### config.mk
export PLATFORM = sky130hd
export DESIGN_NAME = instruction_fetch_unit_flat
export DESIGN_NICKNAME = d
export VERILOG_FILES = /design/src/rtl/instruction_fetch_unit_if.sv /design/src/rtl/instruction_fetch_unit.sv /design/src/flat_wrapper.sv
export SDC_FILE = /design/constraint.sdc
export NUM_CORES = 1
export LEC_CHECK = 0
export ABC_CLOCK_PERIOD_IN_PS = 1850
export CAP_MARGIN = 5
export CORE_MARGIN = 1.5
export CORE_UTILIZATION = 40
export DETAILED_ROUTE_END_ITERATION = 12
export GPL_ROUTABILITY_DRIVEN = 0
export PLACE_DENSITY = 0.71
export SKIP_LAST_GASP = 1
export SYNTH_ARGS = -nofsm -noshare
export SYNTH_HDL_FRONTEND = slang
export SYNTH_SLANG_ARGS = --single-unit
### constraint.sdc
create_clock -name clk -period 1.85 [get_ports clk]
set_clock_uncertainty 0.05 [all_clocks]
set_input_delay 0.185 -clock clk [delete_from_list [all_inputs] [get_ports clk]]
set_output_delay 0.185 -clock clk [all_outputs]
set_load 0.01 [all_outputs]
### src/rtl/instruction_fetch_unit_if.sv
// Fetch bus: instruction-memory address/data plus the decoder-side
// valid/ready handshake and the redirect request coming back from execute.
// The master modport is the fetch unit; the slave modport is the
// memory/decoder/execute environment around it.
interface instruction_fetch_unit_if #(
  parameter int ADDR_WIDTH = 8,
  parameter int DATA_WIDTH = 8
);
  logic [ADDR_WIDTH-1:0] pc_address;
  logic [DATA_WIDTH-1:0] instr_in;
  logic [DATA_WIDTH-1:0] instr;
  logic                  instr_valid;
  logic                  instr_ready;
  logic                  jump_en;
  logic [ADDR_WIDTH-1:0] jump_target;

  modport master (
    output pc_address, instr, instr_valid,
    input  instr_in, instr_ready, jump_en, jump_target
  );

  modport slave (
    input  pc_address, instr, instr_valid,
    output instr_in, instr_ready, jump_en, jump_target
  );
endinterface

### src/rtl/instruction_fetch_unit.sv
// Program-counter sequencer. Drives a combinational instruction memory,
// registers the returned byte for the decoder behind a valid/ready
// handshake, follows redirects from execute and stops on the HALT opcode.
// Optional build macro FETCH_SKIP_NOP_EN: NOP (8'h00) bytes are stepped
// over without ever being presented or counted.
module instruction_fetch_unit #(
  parameter int                   ADDR_WIDTH  = 8,
  parameter int                   DATA_WIDTH  = 8,
  parameter int                   PC_STEP     = 2,
  parameter logic [ADDR_WIDTH-1:0] RESET_PC    = 8'h00,
  parameter logic [DATA_WIDTH-1:0] HALT_OPCODE = 8'hFF
) (
  input  logic                         clk,
  input  logic                         reset,
  input  logic                         start,
  instruction_fetch_unit_if.master     bus,
  output logic                         busy,
  output logic                         halted,
  output logic [7:0]                   fetch_count
);

  typedef enum logic [1:0] {
    IDLE,
    FETCH,
    HALTED
  } state_t;

  state_t                state;
  logic                  capture;
  logic                  deliver;
  logic                  is_halt;
  logic [ADDR_WIDTH-1:0] pc_next;
  logic [ADDR_WIDTH-1:0] jump_pc;
`ifdef FETCH_SKIP_NOP_EN
  logic                  is_nop;
`endif

  // Handshake qualifiers and next-address candidates for this cycle.
  // NOTE: every always_comb output is assigned unconditionally, so no latch can form.
  always_comb begin
    capture = !bus.instr_valid || bus.instr_ready;
    // A redirect squashes the held word in FETCH; HALTED ignores jump_en.
    deliver = bus.instr_valid && bus.instr_ready && !((state == FETCH) && bus.jump_en);
    is_halt = (bus.instr_in == HALT_OPCODE);
    pc_next = bus.pc_address + ADDR_WIDTH'(PC_STEP);
    jump_pc = bus.jump_target & ~ADDR_WIDTH'(1);
`ifdef FETCH_SKIP_NOP_EN
    is_nop  = (bus.instr_in == '0);
`endif
  end

  // Fetch FSM with registered outputs and the delivered-instruction counter.
  // NOTE: all state here uses non-blocking assignments so every register samples pre-edge values.
  always_ff @(posedge clk) begin
    if (reset) begin
      state           <= IDLE;
      bus.pc_address  <= RESET_PC;
      bus.instr       <= '0;
      bus.instr_valid <= 1'b0;
      busy            <= 1'b0;
      halted          <= 1'b0;
      fetch_count     <= '0;
    end else begin
      if (deliver && (fetch_count != 8'hFF)) begin
        fetch_count <= fetch_count + 8'd1;
      end

      case (state)
        IDLE: begin
          if (start) begin
            state          <= FETCH;
            busy           <= 1'b1;
            bus.pc_address <= RESET_PC;
          end
        end

        FETCH: begin
          if (bus.jump_en) begin
            bus.pc_address  <= jump_pc;
            bus.instr_valid <= 1'b0;
          end else if (capture) begin
            if (is_halt) begin
              // HALT is presented but the PC stays on its address.
              bus.instr       <= bus.instr_in;
              bus.instr_valid <= 1'b1;
              state           <= HALTED;
              busy            <= 1'b0;
              halted          <= 1'b1;
`ifdef FETCH_SKIP_NOP_EN
            end else if (is_nop) begin
              bus.instr_valid <= 1'b0;
              bus.pc_address  <= pc_next;
`endif
            end else begin
              bus.instr       <= bus.instr_in;
              bus.instr_valid <= 1'b1;
              bus.pc_address  <= pc_next;
            end
          end
        end

        HALTED: begin
          if (bus.instr_valid && bus.instr_ready) begin
            bus.instr_valid <= 1'b0;
          end
        end

        default: begin
          state <= IDLE;
          busy  <= 1'b0;
        end
      endcase
    end
  end

endmodule

### src/flat_wrapper.sv
// flat-port wrapper written by rule: the top's interface ports become plain ports
module instruction_fetch_unit_flat 
#(
  parameter int                   ADDR_WIDTH  = 8,
  parameter int                   DATA_WIDTH  = 8,
  parameter int                   PC_STEP     = 2,
  parameter logic [ADDR_WIDTH-1:0] RESET_PC    = 8'h00,
  parameter logic [DATA_WIDTH-1:0] HALT_OPCODE = 8'hFF
)
  (clk, reset, start, busy, halted, fetch_count, bus_pc_address, bus_instr, bus_instr_valid, bus_instr_in, bus_instr_ready, bus_jump_en, bus_jump_target);
  instruction_fetch_unit_if #(.ADDR_WIDTH(ADDR_WIDTH), .DATA_WIDTH(DATA_WIDTH)) bus_i ();
  input  logic clk;
  input  logic reset;
  input  logic start;
  output logic busy;
  output logic halted;
  output logic [7:0] fetch_count;
  output wire logic [$bits(bus_i.pc_address)-1:0] bus_pc_address;
  output wire logic [$bits(bus_i.instr)-1:0] bus_instr;
  output wire logic [$bits(bus_i.instr_valid)-1:0] bus_instr_valid;
  input wire logic [$bits(bus_i.instr_in)-1:0] bus_instr_in;
  input wire logic [$bits(bus_i.instr_ready)-1:0] bus_instr_ready;
  input wire logic [$bits(bus_i.jump_en)-1:0] bus_jump_en;
  input wire logic [$bits(bus_i.jump_target)-1:0] bus_jump_target;
  assign bus_pc_address = bus_i.pc_address;
  assign bus_instr = bus_i.instr;
  assign bus_instr_valid = bus_i.instr_valid;
  assign bus_i.instr_in = bus_instr_in;
  assign bus_i.instr_ready = bus_instr_ready;
  assign bus_i.jump_en = bus_jump_en;
  assign bus_i.jump_target = bus_jump_target;
  instruction_fetch_unit #(.ADDR_WIDTH(ADDR_WIDTH), .DATA_WIDTH(DATA_WIDTH), .PC_STEP(PC_STEP), .RESET_PC(RESET_PC), .HALT_OPCODE(HALT_OPCODE)) u_core (.clk(clk), .reset(reset), .start(start), .bus(bus_i), .busy(busy), .halted(halted), .fetch_count(fetch_count));
endmodule
==> results.cfg <==
[run_status]
outcome = completed

[finish]
n_antenna_cell = 0
fillers = 326
final-seq-area_um2 = 541
final_cells = 256
multi_input_area_um2 = 800
layout-drive-gt1-share_pct = 10.0
layout.nets = 234
syn_to_final_growth_pct = 39.9

[placed_design]
dp_cells = 252
post-dp-hpwl_um = 2620
portBuffers = 45

[logic_synthesis]
synth_xor_area_share_pct = 1.24
synth_edf_count = 0
ys_seq_area_share_pct = 38.4
synth_compound_area_share_pct = 18.4
postSynthCellCount = 160
ys_types = 49
synth_ff_type = dfxtp_1
ys_ff_latch = 27
syn_area_um2 = 1410
synth_fa_ha_area_share_pct = 1.78
async_flop_share_pct = 0
synth_simple_gate_area_share_pct = 26.4
synth_nets = 183
yosys_warnings = 0
synth.avg_cell_area_um2 = 8.80
synth_top_family_by_area = simple AND/OR/NAND/NOR gates
synthMuxAreaShare_pct = 8.71

[timing]
fin_crit_sh_pct = 93.9
min_period_ns = 1.74
rsz0062_at_grt = false
hold_violations = 0
slew_viol_final = 0
fin_tns_setup_ns = 0
whs_ns = 0.390
setup_viol = 0
fmax_mhz = 576

[drt]
drt_pass1_iterations = 4
drtIter0Drc = 56
drt-total-wl_um = 3580
via_per_inst = 5.47
drc = 0
num_vias = 1401
ant_nets = 0
drt-wirelength-per-cell_um = 14.0

[critical_path]
worstPathArrival_ns = 1.93
crit_buf_inv = 0
crit_path_max_fanout = 4
slowest_delay_ns = 0.37
crit_chain = ha_1 -> and4_1 -> a211oi_4 -> nand4_1 -> mux2_1
cpLargestDelayFamily = simple AND/OR/NAND/NOR gates
worstPathRequired_ns = 2.04
crit_slowest_cell = dfxtp_1
critPathLaunchType = flip-flop
end_kind = flip-flop
crit_type = flip-flop to flip-flop

[clock_tree]
cts_buffer_depth = 2
post_cts_buffers = 0
clock_latency_ns = 0.33
ctsHtreeMaxLevel = 1
root_buffer = clkbuf_4
cts_sinks = 27
clk_pin_slew_ns = 0.15
hold_buffers = 0
tritoncts = yes
cts-buffers-inserted = 3
postCtsResizedCells = 0

[floorplan]
die_area_um2 = 3880
initial_utilization_pct = 41.9
die_x_um = 62.3
core_area_um2 = 3360
die_h_um = 62.3
num_rows = 21
io_pins = 48

[grt]
grtUsageTotal_pct = 18.6
grt_pass1_wl_um = 5890
antenna_found_initial = 0
overflow = 0
grt_pass1_vias = 1301
grt_start_max_net_pins = 26

[power]
vdd_drop_max_mv = 0.352
p_leak_nw = 0.695
power-per-cell-area_nw_per_um2 = 560
power.total_mw = 1.10

[run]
cap_violations = 0

[hold_path]
hold_class = input pin to flip-flop
logic make-up after synthesis:
group / count (synthesis)
xor gates and xnor gates: 2
AOI/OAI and AO/OA: 35
adders and majority gates: 2
muxes: 12
and+or+nand+nor: 69
buffers and inverters: 12
other: 1
DFF: 27
cells in the final DEF, fill, tap and decap left out, drive strengths merged, types with 2 or more instances in the layout:
master         synthesis  final
nand2b                 2      2
o21ai                  7      7
and4                   2      2
nor3                   4      4
clkdlybuf4s50          0     45
nand4                  5      5
nor2                  19     19
buf                    4      9
and3                   2      2
inv                    4      4
dfxtp                 27     27
clkbuf                 4      4
mux2i                 10     10
nand2                 14     14
and2                   2      2
or3                    3      3
xnor2                  2      2
nand3                  5      5
a21oi                 11     11
mux2                   2      2
a311oi                 5      5
ha                     2      2
routing by layer:
metal  part of all wire [%]  global-route usage [%]  up-vias  wire length, um
met1                     45                    24.1      641             1610
li1                       -                       -      686                -
met4                    2.2                    9.72        0               80
met5                      0                       0        -                0
met3                    7.7                    3.80        9              276
met2                     45                    29.2       65             1610
metrics by stage:
stage          utilization (%)  area (um2)  worst slack (ns)
4_1_cts                   58.6        1970             0.109
3_3_place_gp              57.8        1940           -0.0929
5_1_grt                   58.6        1970            0.0305
3_5_place_dp              57.8        1940            -0.120
2_1_floorplan                -        1410            0.0324
6_report                  58.6        1970             0.114
registers in the layout (all words and copies together) (netlist names):
| name | flops |
|---|---|
| u_core.bus.instr_valid | 1 |
| u_core.halted | 1 |
| u_core.bus.instr | 8 |
| u_core.busy | 1 |
| u_core.fetch_count | 8 |
| u_core.state | 1 |
| u_core.bus.pc_address | 7 |
cell usage after synthesis, drive strengths merged, types with 2 or more instances:
cell type	instances	share of area, %
nand2b	2	0.89
mux2i	10	7.1
and2	2	0.89
nand2	14	3.7
inv	4	1.1
and3	2	0.89
o21ai	7	2.5
nand4	5	2.2
and4	2	1.2
a311oi	5	3.1
buf	4	2.7
clkbuf	4	1.1
nand3	5	1.8
dfxtp	27	38
nor2	19	5.1
mux2	2	1.6
nor3	4	1.8
a21oi	11	3.9
xnor2	2	1.2
ha	2	1.8
or3	3	1.7
worst register-to-register path: stages, from the launching register on:
cell and delay [ns]:
dfxtp_1 0.37, ha_1 0.22, and4_1 0.26, a211oi_4 0.27
nand4_1 0.15, mux2_1 0.33
power by group:
group | total (mW) | leakage (nW) | switching [mW] | internal, mW
clock | 0.267 | 0.0150 | 0.183 | 0.0848
combinational | 0.213 | 0.460 | 0.0938 | 0.119
sequential | 0.622 | 0.219 | 0.0199 | 0.602
layout make-up:
type                            count  area share (%)
Sequential cell                    27            27.4
Tap cell                           46            2.92
Multi-Input combinational cell    121            40.6
Timing Repair Buffer               54            26.9
Clock buffer                        4            1.33
Inverter                            4           0.762
path summary, 6_finish.rpt:
| kind | startpoint | end | slack [ns] | cells past startpoint |
|---|---|---|---|---|
| worst max-delay path | u_core.fetch_count[0] | u_core.fetch_count[6] | 0.11 | 5 |
| worst min-delay path | bus_jump_target[7] | u_core.bus.pc_address[7] | 0.39 | 3 |
| worst max register to register | u_core.fetch_count[0] | u_core.fetch_count[6] | 0.11 | 5 |
| worst min register to register | u_core.halted | u_core.halted | 0.45 | 2 |
Note: power is estimated with default switching activity, not from simulation.
